**config.mk**
```make
export PLATFORM = sky130hd
export DESIGN_NAME = alu_issue_arbiter
export DESIGN_NICKNAME = d
export VERILOG_FILES = /design/src/rtl/alu_issue_arbiter.sv
export SDC_FILE = /design/constraint.sdc
export NUM_CORES = 1
export LEC_CHECK = 0
export ABC_AREA = 1
export BUFFER_PORTS_ARGS = -buffer_cell sky130_fd_sc_hd__buf_2
export CAP_MARGIN = 30
export CELL_PAD_IN_SITES_DETAIL_PLACEMENT = 0
export CELL_PAD_IN_SITES_GLOBAL_PLACEMENT = 1
export CORE_AREA = 2 2 347 349
export DETAILED_ROUTE_END_ITERATION = 16
export DIE_AREA = 0 0 349 351
export HOLD_SLACK_MARGIN = 0.15
export PLACE_DENSITY = 0.49
export SYNTH_ARGS = -nofsm -noshare
export SYNTH_HDL_FRONTEND = slang
export SYNTH_SLANG_ARGS = --single-unit
export TNS_END_PERCENT = 1
```
**constraint.sdc**
```tcl
create_clock -name clk -period 19.1 [get_ports clk]
set_input_delay 2.865 -clock clk [delete_from_list [all_inputs] [get_ports clk]]
set_output_delay 2.865 -clock clk [all_outputs]
set_load 0.02 [all_outputs]
```
**src/rtl/alu_issue_arbiter.sv**
```systemverilog
// Round-robin arbiter that shares one registered ALU between NREQ requesters.
// Each accepted operation runs IDLE -> ISSUE -> EXEC -> RESP, one at a time.
// When ALU_ARB_DIVZERO_TRAP_EN is defined, op 3 with B == 0 is not issued; the
// arbiter goes straight to RESP with resp_err = 1 and resp_data = 0.
module alu_issue_arbiter #(
  parameter int unsigned NREQ = 4,
  parameter int unsigned IDW  = 2,
  parameter int unsigned DW   = 72
) (
  input  logic                 clk,
  input  logic                 rst,
  input  logic [NREQ-1:0]      req_valid,
  output logic [NREQ-1:0]      req_ready,
  input  logic [4*NREQ-1:0]    req_op,
  input  logic [DW*NREQ-1:0]   req_a,
  input  logic [DW*NREQ-1:0]   req_b,
  output logic                 resp_valid,
  input  logic                 resp_ready,
  output logic [IDW-1:0]       resp_id,
  output logic [DW-1:0]        resp_data,
  output logic                 resp_err,
  output logic [3:0]           alu_op,
  output logic [DW-1:0]        alu_a,
  output logic [DW-1:0]        alu_b,
  input  logic [DW-1:0]        alu_c,
  output logic                 busy
);

  typedef enum logic [1:0] {StIdle, StIssue, StExec, StResp} state_e;

  state_e          state_q, state_d;
  logic [IDW-1:0]  rr_ptr_q, rr_ptr_d;
  logic [IDW-1:0]  cur_id_q, cur_id_d;
  logic [3:0]      alu_op_q, alu_op_d;
  logic [DW-1:0]   alu_a_q, alu_a_d;
  logic [DW-1:0]   alu_b_q, alu_b_d;
  logic            resp_valid_q, resp_valid_d;
  logic [IDW-1:0]  resp_id_q, resp_id_d;
  logic [DW-1:0]   resp_data_q, resp_data_d;
  logic            resp_err_q, resp_err_d;

  logic            win_found;
  logic [IDW-1:0]  win_id;
  logic [IDW-1:0]  scan_id;
  logic [3:0]      win_op;
  logic [DW-1:0]   win_a;
  logic [DW-1:0]   win_b;
  logic            trap;

  // Round-robin search: first valid requester at or after rr_ptr, wrapping to 0.
  always_comb begin
    win_found = 1'b0;
    win_id    = '0;
    scan_id   = '0;
    for (int unsigned k = 0; k < NREQ; k++) begin
      scan_id = IDW'((32'(rr_ptr_q) + k) % NREQ);
      if (!win_found && req_valid[scan_id]) begin
        win_found = 1'b1;
        win_id    = scan_id;
      end
    end
    win_op = req_op[4*32'(win_id) +: 4];
    win_a  = req_a[DW*32'(win_id) +: DW];
    win_b  = req_b[DW*32'(win_id) +: DW];
  end

  // Next-state, grant and datapath load decisions.
  always_comb begin
    state_d      = state_q;
    rr_ptr_d     = rr_ptr_q;
    cur_id_d     = cur_id_q;
    alu_op_d     = alu_op_q;
    alu_a_d      = alu_a_q;
    alu_b_d      = alu_b_q;
    resp_valid_d = resp_valid_q;
    resp_id_d    = resp_id_q;
    resp_data_d  = resp_data_q;
    resp_err_d   = resp_err_q;
    req_ready    = '0;
    trap         = 1'b0;
`ifdef ALU_ARB_DIVZERO_TRAP_EN
    trap = (win_op == 4'd3) && (win_b == '0);
`endif
    unique case (state_q)
      StIdle: begin
        if (win_found) begin
          req_ready = NREQ'(1) << win_id;
          rr_ptr_d  = IDW'((32'(win_id) + 1) % NREQ);
          cur_id_d  = win_id;
          if (trap) begin
            // Divide by zero answered locally; ALU inputs left untouched.
            resp_data_d  = '0;
            resp_err_d   = 1'b1;
            resp_id_d    = win_id;
            resp_valid_d = 1'b1;
            state_d      = StResp;
          end else begin
            alu_op_d = win_op;
            alu_a_d  = win_a;
            alu_b_d  = win_b;
            state_d  = StIssue;
          end
        end
      end
      StIssue: state_d = StExec;
      StExec: begin
        resp_data_d  = alu_c;
        resp_id_d    = cur_id_q;
        resp_err_d   = 1'b0;
        resp_valid_d = 1'b1;
        state_d      = StResp;
      end
      StResp: begin
        if (resp_ready) begin
          resp_valid_d = 1'b0;
          state_d      = StIdle;
        end
      end
      default: state_d = StIdle;
    endcase
  end

  // State and datapath registers; reset discards any in-flight operation.
  always_ff @(posedge clk or posedge rst) begin
    if (rst) begin
      state_q      <= StIdle;
      rr_ptr_q     <= '0;
      cur_id_q     <= '0;
      alu_op_q     <= '0;
      alu_a_q      <= '0;
      alu_b_q      <= '0;
      resp_valid_q <= 1'b0;
      resp_id_q    <= '0;
      resp_data_q  <= '0;
      resp_err_q   <= 1'b0;
    end else begin
      state_q      <= state_d;
      rr_ptr_q     <= rr_ptr_d;
      cur_id_q     <= cur_id_d;
      alu_op_q     <= alu_op_d;
      alu_a_q      <= alu_a_d;
      alu_b_q      <= alu_b_d;
      resp_valid_q <= resp_valid_d;
      resp_id_q    <= resp_id_d;
      resp_data_q  <= resp_data_d;
      resp_err_q   <= resp_err_d;
    end
  end

  assign alu_op     = alu_op_q;
  assign alu_a      = alu_a_q;
  assign alu_b      = alu_b_q;
  assign resp_valid = resp_valid_q;
  assign resp_id    = resp_id_q;
  assign resp_data  = resp_data_q;
  assign resp_err   = resp_err_q;
  assign busy       = (state_q != StIdle);

endmodule
```
==> results of run 1 <==
-- worst max-delay path, delay by kind of cell --
kind	cells	cell delay, ps
buffers and inverters	5	1070
AND/OR/NAND/NOR	8	1790
-- cell usage after synthesis, drive strengths merged --
master and instances:
nand2 1521, nand4 296, dfrtp 229, buf 139
mux2 72, clkbuf 66, inv 21, nor2 11
nand3 9, o21ai 6, a21oi 5, ha 3
a31oi 1, conb 1, nor3 1, o22ai 1
-- area by class of cell --
class	count	area, sq um
fill	13950	96640
multi-input combinational	1927	8676
sequential	229	5731
timing repair buffer	928	4765
tap	1548	1937
clock buffer	46	957.2
clock inverter	13	190.2
inverter	21	98.84
antenna	11	27.53
-- per-layer routing --
layer	routed length, microns	vias up	part of all wire (%)	track usage, %
met5	125	-	0.13	0
met4	2125	20	2.3	3.800
met3	6614	107	7.0	3.992
met2	44390	654	47	24.05
met1	40640	8844	43	18.48
li1	-	9217	-	-
-- cell usage in the layout (no fill, tap or decap) --
master	Yosys	layout
dfrtp_1	229	229
nand2_8	0	2
nand3_1	6	6
inv_2	5	3
conb_1	1	1
clkinvlp_4	0	1
clkbuf_16	0	35
buf_2	91	898
a31oi_1	1	1
nor2_4	0	1
buf_4	6	27
nand2_1	1517	1517
bufinv_16	0	4
inv_4	1	1
o21ai_0	3	3
nand2_2	3	2
buf_12	0	2
clkinv_8	0	2
nor2_1	9	9
ha_1	3	2
inv_1	15	14
clkbuf_8	0	4
diode_2	0	11
mux2_2	72	72
o22ai_2	1	1
ha_4	0	1
nor2_2	2	1
inv_6	0	2
nand3_4	1	3
o21ai_1	3	3
nand4_1	296	296
buf_16	0	1
inv_8	0	1
a21oi_1	5	5
clkbuf_1	66	7
clkinv_2	0	6
nor3_1	1	1
-- state kept, by name (all words and copies together), names as in the netlist --
register / flops
alu_a: 72
alu_b: 72
resp_data: 72
alu_op: 4
cur_id_q: 2
resp_id: 2
rr_ptr_q: 2
state_q: 2
resp_valid: 1
-- final timing paths --
| path | end | slack (ps) | depth (start not counted) |
|---|---|---|---|
| max in group asynchronous | alu_a[59] | 15160 | 4 |
| max | req_ready[3] | 10480 | 13 |
| min in group asynchronous | resp_data[27] | 2300 | 2 |
| min | alu_b[14] | 470 | 2 |
| min reg2reg | alu_b[14] | 470 | 2 |
| max reg2reg | alu_a[9] | 14420 | 16 |
-- cells by family after synthesis --
kind of cell,after synthesis
AND/OR/NAND/NOR,1838
flip-flops,229
multiplexers,72
buffers and inverters,226
other,1
AO/OA/AOI/OAI,13
adder cells (fa/ha/maj),3
-- power breakdown --
part           total [mW]  internal [mW]  switching [mW]
logic                3.65           1.03            2.62
clock network       0.674          0.406           0.268
registers           0.855          0.725           0.129
total                5.18           2.16            3.02
==> results.py, run 1 <==
metrics = {
    "outcome": {
        "outcome": "finished, final reports clean",
    },
    "setup_path": {
        "crit_required_ps": 16230,
        "startpoint": "req_valid[1]",
        "arrival_ps": 5750,
        "cp_slowest_stage_delay_ps": 610,
        "path_cells": "buf_2 -> inv_1 -> nand2_1 -> nand3_1 -> nand2_1 -> nor2_2 -> nand3_4 -> nand3_4 -> buf_4 -> nor2_1 -> inv_2 -> nor2_1 -> buf_2",
        "crit_fanout": 64,
        "cpMaxStageDelayCell": "buf_4",
        "setup.worst_path.end_class": "output port",
        "r2r-start": "rr_ptr_q[0]",
        "startpoint_type": "input port",
        "path_class": "input port to output port",
    },
    "die": {
        "io_pins": 900,
        "rows": 127,
        "start_util_pct": 13.03,
        "die_width_microns": 349,
        "die_h_microns": 351,
        "core_area_sq_um": 119000,
        "die_area_sq_um": 122500,
    },
    "placed_design": {
        "dpl_worst_slack_ps": 10460,
        "dpl-instance-area_sq_um": 21180,
        "place_inst": 4652,
        "place_congestion": 0.8227,
        "dp_hpwl_microns": 71900,
        "port_buffers": 898,
    },
    "power_and_ir_drop": {
        "ir_drop_mv": 0.1492,
        "p_per_area_nw_per_um2": 231.5,
        "p_leak_nw": 12.80,
        "power_mw": 5.182,
    },
    "synth": {
        "synth_xor_area_share_pct": 0,
        "synth_compound_area_share_pct": 0.4759,
        "yosys.area.top_type_share_pct": 36.94,
        "synthMuxAreaShare_pct": 5.227,
        "synthAdderAreaFrac_pct": 0.2420,
        "synth_top_cells_by_area": "dfrtp_1, nand2_1, nand4_1",
        "synth_seq_cells": 229,
        "syn_area_per_cell_sq_um": 6.512,
        "synth_top_family_by_area": "simple AND/OR/NAND/NOR gates",
        "synth_cells": 2382,
        "synth_fp_nets": 3056,
        "ys_types": 27,
        "seq_area_frac_synth_pct": 36.94,
        "synth_area_sq_um": 15510,
        "synth-simple-area-share_pct": 49.61,
        "synth_top_cell_by_area": "dfrtp_1",
        "yosysWarnings": 0,
    },
    "final_layout": {
        "drive_gt1_share_pct": 33.82,
        "stdcell_count": 4723,
        "layout-area-overhead-vs-synth_pct": 44.29,
        "finish.utilization_pct": 18.81,
        "nNetsFinal": 3815,
        "final_area_sq_um": 22380,
    },
    "cts": {
        "cts-resized-gates": 0,
        "cts_root_buffer": "clkbuf_16",
        "h-tree-depth": 2,
        "cts_tree": "yes",
        "clock-sinks": 229,
        "cts_setup_buffers": 0,
        "clk_pin_slew_ps": 50,
        "hold_buffers": 0,
        "cts_buffers": 34,
        "clk_latency_ps": 590,
        "clk_path_buf_depth": 3,
    },
    "grt": {
        "grt_first_pass_wirelength_microns": 131500,
        "grt_max_degree": 136,
        "grt_pass1_vias": 18760,
        "antenna_found_initial": 28,
        "grt_util_all_layers_pct": 14.52,
        "overflow": 0,
    },
    "timing": {
        "worst_pin_slew_ps": 1010,
        "period_share_pct": 45.11,
        "maxSlewViolCount": 0,
        "whs_ps": 468.0,
        "hold_viol_final": 0,
        "setup_viol_count_final": 0,
        "finalSetupTns_ps": 0,
        "fin_worst_skew_ps": 36.52,
        "max_slew_margin_pct": 32.64,
        "rsz0062_at_grt": "false",
        "fmax_ghz": 0.1161,
        "final.min_clock_period_ps": 8616,
        "layout_setup_ws_ps": 10480,
    },
    "routing": {
        "drt-total-wl_microns": 93900,
        "initialDrtViolationCount": 1128,
        "vias": 18840,
        "vias_per_cell": 3.989,
        "drt-pass1-iter-count": 5,
        "drtAntennaViolNets": 0,
        "routedWlPerCell_microns": 19.88,
        "drcViolationCount": 0,
    },
    "flow_run": {
        "max_cap_viol_count": 0,
    },
    "hold_path": {
        "hold_path_class": "flip-flop to flip-flop",
        "worstHoldStart": "alu_b[14]",
    },
}
(Power assumes the default switching activity.)
==> run 2: changes to the inputs <==
--- a/config.mk
+++ b/config.mk
@@ -10,11 +10,11 @@
 export CAP_MARGIN = 30
 export CELL_PAD_IN_SITES_DETAIL_PLACEMENT = 0
 export CELL_PAD_IN_SITES_GLOBAL_PLACEMENT = 1
-export CORE_AREA = 2 2 347 349
+export CORE_AREA = 2 2 353 355
 export DETAILED_ROUTE_END_ITERATION = 16
-export DIE_AREA = 0 0 349 351
+export DIE_AREA = 0 0 355 357
 export HOLD_SLACK_MARGIN = 0.15
-export PLACE_DENSITY = 0.49
+export PLACE_DENSITY = 0.48
 export SYNTH_ARGS = -nofsm -noshare
 export SYNTH_HDL_FRONTEND = slang
 export SYNTH_SLANG_ARGS = --single-unit
==> constraint.sdc (replaced) <==
create_clock -name clk -period 8.5 [get_ports clk]
set_input_delay 1.275 -clock clk [delete_from_list [all_inputs] [get_ports clk]]
set_output_delay 1.275 -clock clk [all_outputs]
set_load 0.02 [all_outputs]
==> results.py, run 2 (synthesized netlist as in run 1, its figures left out) <==
metrics = {
    "setup_path": {
        "arrival_ps": 4090,
        "rr_worst_depth": 16,
        "startpoint_type": "input port",
        "path_class": "input port to output port",
        "crit_fanout": 84,
        "crit_required_ps": 7220,
        "setup.worst_path.end_class": "output port",
    },
    "outcome": {
        "outcome": "finished, final reports clean",
    },
    "cts": {
        "cts_root_buffer": "clkbuf_16",
        "h-tree-depth": 2,
        "cts_tree": "yes",
        "clk_path_buf_depth": 3,
        "cts_buffers": 34,
        "clk_latency_ps": 580,
        "clk_pin_slew_ps": 50,
        "cts-resized-gates": 0,
        "hold_buffers": 0,
        "cts_setup_buffers": 0,
        "clock-sinks": 229,
    },
    "timing": {
        "layout_setup_ws_ps": 3133,
        "setup_viol_count_final": 0,
        "hold_viol_final": 0,
        "fmax_ghz": 0.1863,
        "finalSetupTns_ps": 0,
        "final.min_clock_period_ps": 5367,
        "max_slew_margin_pct": 36.86,
        "period_share_pct": 63.14,
        "worst_pin_slew_ps": 947.2,
        "rsz0062_at_grt": "false",
        "fin_worst_skew_ps": 25.15,
        "maxSlewViolCount": 0,
    },
    "routing": {
        "drtAntennaViolNets": 0,
        "drcViolationCount": 0,
        "routedWlPerCell_microns": 19.11,
        "drt-total-wl_microns": 91900,
        "vias_per_cell": 3.930,
        "vias": 18900,
        "drt-pass1-iter-count": 5,
        "initialDrtViolationCount": 1305,
    },
    "grt": {
        "grt_first_pass_wirelength_microns": 129500,
        "grt_max_degree": 158,
        "grt_util_all_layers_pct": 13.70,
        "grt_pass1_vias": 18460,
        "antenna_found_initial": 23,
        "overflow": 0,
    },
    "placed_design": {
        "place_congestion": 0.8079,
        "port_buffers": 898,
        "dp_hpwl_microns": 69250,
        "dpl_worst_slack_ps": 3069,
    },
    "final_layout": {
        "layout-area-overhead-vs-synth_pct": 45.46,
        "finish.utilization_pct": 18.35,
        "nNetsFinal": 3811,
        "fillCellCount": 14430,
        "drive_gt1_share_pct": 33.90,
        "final_cell_mix": "nand2_1, buf_2, nand4_1",
        "final_common_cell": "nand2_1",
    },
    "flow_run": {
        "max_cap_viol_count": 0,
    },
    "die": {
        "core_area_sq_um": 123000,
        "rows": 129,
        "die_width_microns": 355,
        "start_util_pct": 12.61,
        "die_h_microns": 357,
        "die_area_sq_um": 126700,
        "io_pins": 900,
    },
    "hold_path": {
        "holdPathStages": 2,
        "hold_path_class": "flip-flop to flip-flop",
    },
    "power_and_ir_drop": {
        "p_leak_nw": 12.82,
        "ir_drop_mv": 0.3645,
        "power_mw": 11.70,
        "p_per_area_nw_per_um2": 518.6,
    },
}
==> run 2: routing by layer <==
| metal | wire, microns | vias up | global-route usage (%) |
|---|---|---|---|
| li1 | - | 9217 | - |
| met1 | 40180 | 8903 | 17.63 |
| met2 | 43560 | 674 | 22.63 |
| met3 | 6048 | 89 | 3.408 |
| met4 | 2037 | 14 | 3.831 |
| met5 | 74 | - | 0 |
==> run 2: per-stage QoR <==
step / cell area [sq um] / instances / hold WS (ps)
4_1_cts: 22540 / 4799 / 475.3
6_report: 22560 / 4808 / 470.5
3_3_place_gp: 21290 / 4738 / 457.2
2_1_floorplan: 15510 / 2382 / 486.2
3_5_place_dp: 21290 / 4738 / 459.5
5_1_grt: 22560 / 4807 / 487.7
==> run 2: final timing paths <==
kind                               from            end  slack, ps
max                        req_valid[3]   req_ready[3]       3130
min                            alu_b[9]       alu_b[9]        470
max reg2reg                 rr_ptr_q[0]       alu_a[8]       4310
min reg2reg                    alu_b[9]       alu_b[9]        470
max in group asynchronous           rst      alu_a[53]       6440
min in group asynchronous           rst  resp_data[59]        710
==> run 2: final cells by class <==
type                            count  area, sq um  area share [%]
Inverter                           21        98.84          0.4381
Clock inverter                     16        264.0           1.170
Tap cell                         1637         2048           9.078
Antenna cell                        9        22.52         0.09982
Timing Repair Buffer              924         4740           21.01
Sequential cell                   229         5731           25.40
Multi-Input combinational cell   1927         8676           38.45
Clock buffer                       45        983.4           4.359
==> run 2: power by group <==
group,internal [mW],switching [mW],total (mW)
clock network,1.00,0.609,1.61
logic,2.33,5.84,8.16
registers,1.63,0.297,1.93
total,4.96,6.74,11.7
==> run 2: critical path, cell delays in order <==
cell	delay, ps
buf_2	100
inv_1	60
nand2_1	60
nand3_1	120
nand2_1	90
inv_1	120
nand2_1	150
nand2_8	450
nand3_4	730
nor2_1	410
inv_2	140
nor2_1	150
buf_2	190
==> run 3: changes to the inputs <==
--- a/config.mk
+++ b/config.mk
@@ -5,16 +5,16 @@
 export SDC_FILE = /design/constraint.sdc
 export NUM_CORES = 1
 export LEC_CHECK = 0
-export ABC_AREA = 1
+export ABC_AREA = 0
 export BUFFER_PORTS_ARGS = -buffer_cell sky130_fd_sc_hd__buf_2
 export CAP_MARGIN = 30
 export CELL_PAD_IN_SITES_DETAIL_PLACEMENT = 0
 export CELL_PAD_IN_SITES_GLOBAL_PLACEMENT = 1
-export CORE_AREA = 2 2 353 355
+export CORE_AREA = 2 2 351 353
 export DETAILED_ROUTE_END_ITERATION = 16
-export DIE_AREA = 0 0 355 357
+export DIE_AREA = 0 0 353 355
 export HOLD_SLACK_MARGIN = 0.15
-export PLACE_DENSITY = 0.48
+export PLACE_DENSITY = 0.44
 export SYNTH_ARGS = -nofsm -noshare
 export SYNTH_HDL_FRONTEND = slang
 export SYNTH_SLANG_ARGS = --single-unit
==> constraint.sdc (replaced) <==
create_clock -name clk -period 4.5 [get_ports clk]
set_input_delay 0.675 -clock clk [delete_from_list [all_inputs] [get_ports clk]]
set_output_delay 0.675 -clock clk [all_outputs]
set_load 0.02 [all_outputs]
==> results.py, run 3 <==
metrics = {
    "synth": {
        "ys.flop_type": "dfrtp_1",
        "synth_top_cell_by_area": "dfrtp_1",
        "synthArstFlopShare_pct": 100.0,
        "ys_types": 41,
        "synth_fp_nets": 2029,
        "synth_seq_cells": 229,
        "yosysWarnings": 0,
        "synth_cells": 1355,
        "syn_area_per_cell_sq_um": 9.531,
        "yosys.area.top_type_share_pct": 44.37,
        "synth_area_sq_um": 12910,
        "synth_common_cells": "dfrtp_1, nor2_1, clkbuf_1",
        "synth_top_cells_by_area": "dfrtp_1, mux2_2, a221oi_1",
        "synth-edff-count": 0,
        "synth_most_common_cell": "dfrtp_1",
        "seq_area_frac_synth_pct": 44.37,
    },
    "setup_path": {
        "worst-path-buf-inv": 1,
        "crit_family": "compound AO/OA/AOI/OAI gates",
        "path_class": "flip-flop to output port",
        "crit_required_ps": 3830,
        "startpoint_type": "flip-flop",
        "setup.worst_path.end_class": "output port",
        "cp_slowest_stage_delay_ps": 640,
        "path_cells": "a22oi_1 -> o22ai_4 -> nand2_1 -> nor2_1 -> buf_2",
        "rr_worst_depth": 6,
        "arrival_ps": 2660,
        "cpMaxStageDelayCell": "dfrtp_1",
        "crit_cells": 5,
        "crit_fanout": 16,
    },
    "die": {
        "core_area_sq_um": 121400,
        "die_area_sq_um": 125300,
        "die_width_microns": 353,
        "die_h_microns": 355,
        "io_pins": 900,
        "rows": 128,
        "start_util_pct": 10.64,
    },
    "routing": {
        "routedWlPerCell_microns": 22.14,
        "drtAntennaViolNets": 0,
        "highest_layer": "met5",
        "wl_met1_microns": 34930,
        "route.met2.wl_microns": 42220,
        "initialDrtViolationCount": 787,
        "drcViolationCount": 0,
        "vias_per_cell": 3.812,
        "wl_met3_microns": 5607,
        "drt-total-wl_microns": 85040,
        "vias": 14640,
        "drt-pass1-iter-count": 5,
    },
    "final_layout": {
        "fillCellCount": 13990,
        "nNetsFinal": 2853,
        "layout-area-overhead-vs-synth_pct": 59.64,
        "finish.utilization_pct": 16.98,
        "final_common_cell": "buf_2",
        "multi_input_area_sq_um": 6588,
        "ff_latch_area_sq_um": 5731,
        "final_cell_mix": "buf_2, dfrtp_1, nor2_1",
        "drive_gt1_share_pct": 48.96,
    },
    "cts": {
        "clk_pin_slew_ps": 60,
        "clock-sinks": 229,
        "cts_root_buffer": "clkbuf_16",
        "cts-resized-gates": 0,
        "h-tree-depth": 2,
        "clk_path_buf_depth": 3,
        "clk_latency_ps": 600,
        "cts_tree": "yes",
        "cts_buffers": 36,
    },
    "power_and_ir_drop": {
        "p_per_area_nw_per_um2": 711.8,
        "seq_power_share_pct": 25.4,
        "power_frac_clock_pct": 20.2,
        "p_leak_nw": 9.481,
        "p_int_mw": 7.694,
        "power.switching_mw": 6.982,
        "ir_drop_mv": 0.2747,
        "switching_share_pct": 47.57,
        "p_comb_share_pct": 54.3,
    },
    "hold_path": {
        "holdPathStages": 2,
        "hold_path_class": "input port to flip-flop",
    },
    "grt": {
        "grt_first_pass_wirelength_microns": 116900,
        "grt_pass1_vias": 15190,
        "antenna_found_initial": 32,
        "grt_util_all_layers_pct": 12.93,
        "grt_max_degree": 105,
        "overflow": 0,
    },
    "flow_run": {
        "max_cap_viol_count": 0,
    },
    "timing": {
        "period_share_pct": 74.13,
        "maxSlewViolCount": 0,
        "setup_viol_count_final": 0,
        "fmax_ghz": 0.2998,
        "final.min_clock_period_ps": 3336,
        "finalSetupTns_ps": 0,
        "rsz0062_at_grt": "false",
        "whs_ps": 296.9,
        "worst_pin_slew_ps": 1018,
        "fin_worst_skew_ps": 37.67,
        "max_slew_margin_pct": 32.11,
        "hold_viol_final": 0,
    },
    "outcome": {
        "outcome": "finished, final reports clean",
    },
    "placed_design": {
        "port_buffers": 898,
        "dp_hpwl_microns": 64570,
        "place_congestion": 0.8158,
    },
}
## run 3: final timing paths
path / endpoint / startpoint / slack, ps
worst max-delay path: req_ready[2] / rr_ptr_q[0] / 1160
worst min-delay path: resp_valid / resp_ready / 300
worst max register to register: alu_op[0] / rr_ptr_q[0] / 1670
worst min register to register: alu_a[1] / alu_a[1] / 480
max in group asynchronous: alu_a[44] / rst / 2660
min in group asynchronous: resp_data[9] / rst / 670
## run 3: what timing repair did
item / in CTS / in global routing
buffers inserted: 0 / 0
hold buffers: 1 / 0
setup endpoints to repair: 0 / 0
hold endpoints to repair: 17 / 0
## run 3: area by class of cell
cell class,count,area share (%)
Inverter,8,0.1639
Clock inverter,11,0.8435
Multi-Input combinational cell,967,31.95
Tap cell,1625,9.862
Sequential cell,229,27.79
Clock buffer,54,5.086
Antenna cell,10,0.1214
Timing Repair Buffer,937,24.18
## run 3: logic make-up after synthesis
family          after synthesis  synth area share (%)
compound gates              539                 28.41
simple gates                297                 10.95
flops                       229                 44.37
buf+inv                     159                 5.386
mux                         127                 10.57
fa+ha+maj                     3                0.2907
other cells                   1               0.02904
## run 3: per-layer routing
| metal | track usage [%] | vias to the layer above |
|---|---|---|
| met1 | 15.60 | 7119 |
| li1 | - | 6766 |
| met5 | 0 | - |
| met3 | 3.585 | 113 |
| met2 | 22.43 | 610 |
| met4 | 3.574 | 32 |
## run 3: worst register-to-register path: cells and delay by family, from the launching register on
| family | cells | cell delay [ps] |
|---|---|---|
| compound gates | 4 | 1460 |
| flops | 1 | 640 |
| simple gates | 1 | 170 |
| buf+inv | 1 | 400 |
## run 3: metrics by stage
step / power, mW / area, sq um / instances / worst slack, ps
after detailed placement: 11.96 / 19360 / 3765 / 1301
after global placement: 11.93 / 19330 / 3764 / 1149
after global routing: 15.78 / 20610 / 3837 / 952.8
after CTS: 15.12 / 20590 / 3831 / 1051
final: 14.68 / 20620 / 3841 / 1164
after floorplan: 8.481 / 12920 / 1355 / 831.0
## run 3: power by group through the flow
stage	clock [mW]	combinational, mW	sequential [mW]
2_1_floorplan	0	3.53	4.95
3_3_place_gp	0	8.18	3.75
3_5_place_dp	0	8.20	3.76
4_1_cts	3.15	8.22	3.75
5_1_grt	3.21	8.69	3.88
6_report	2.97	7.97	3.73
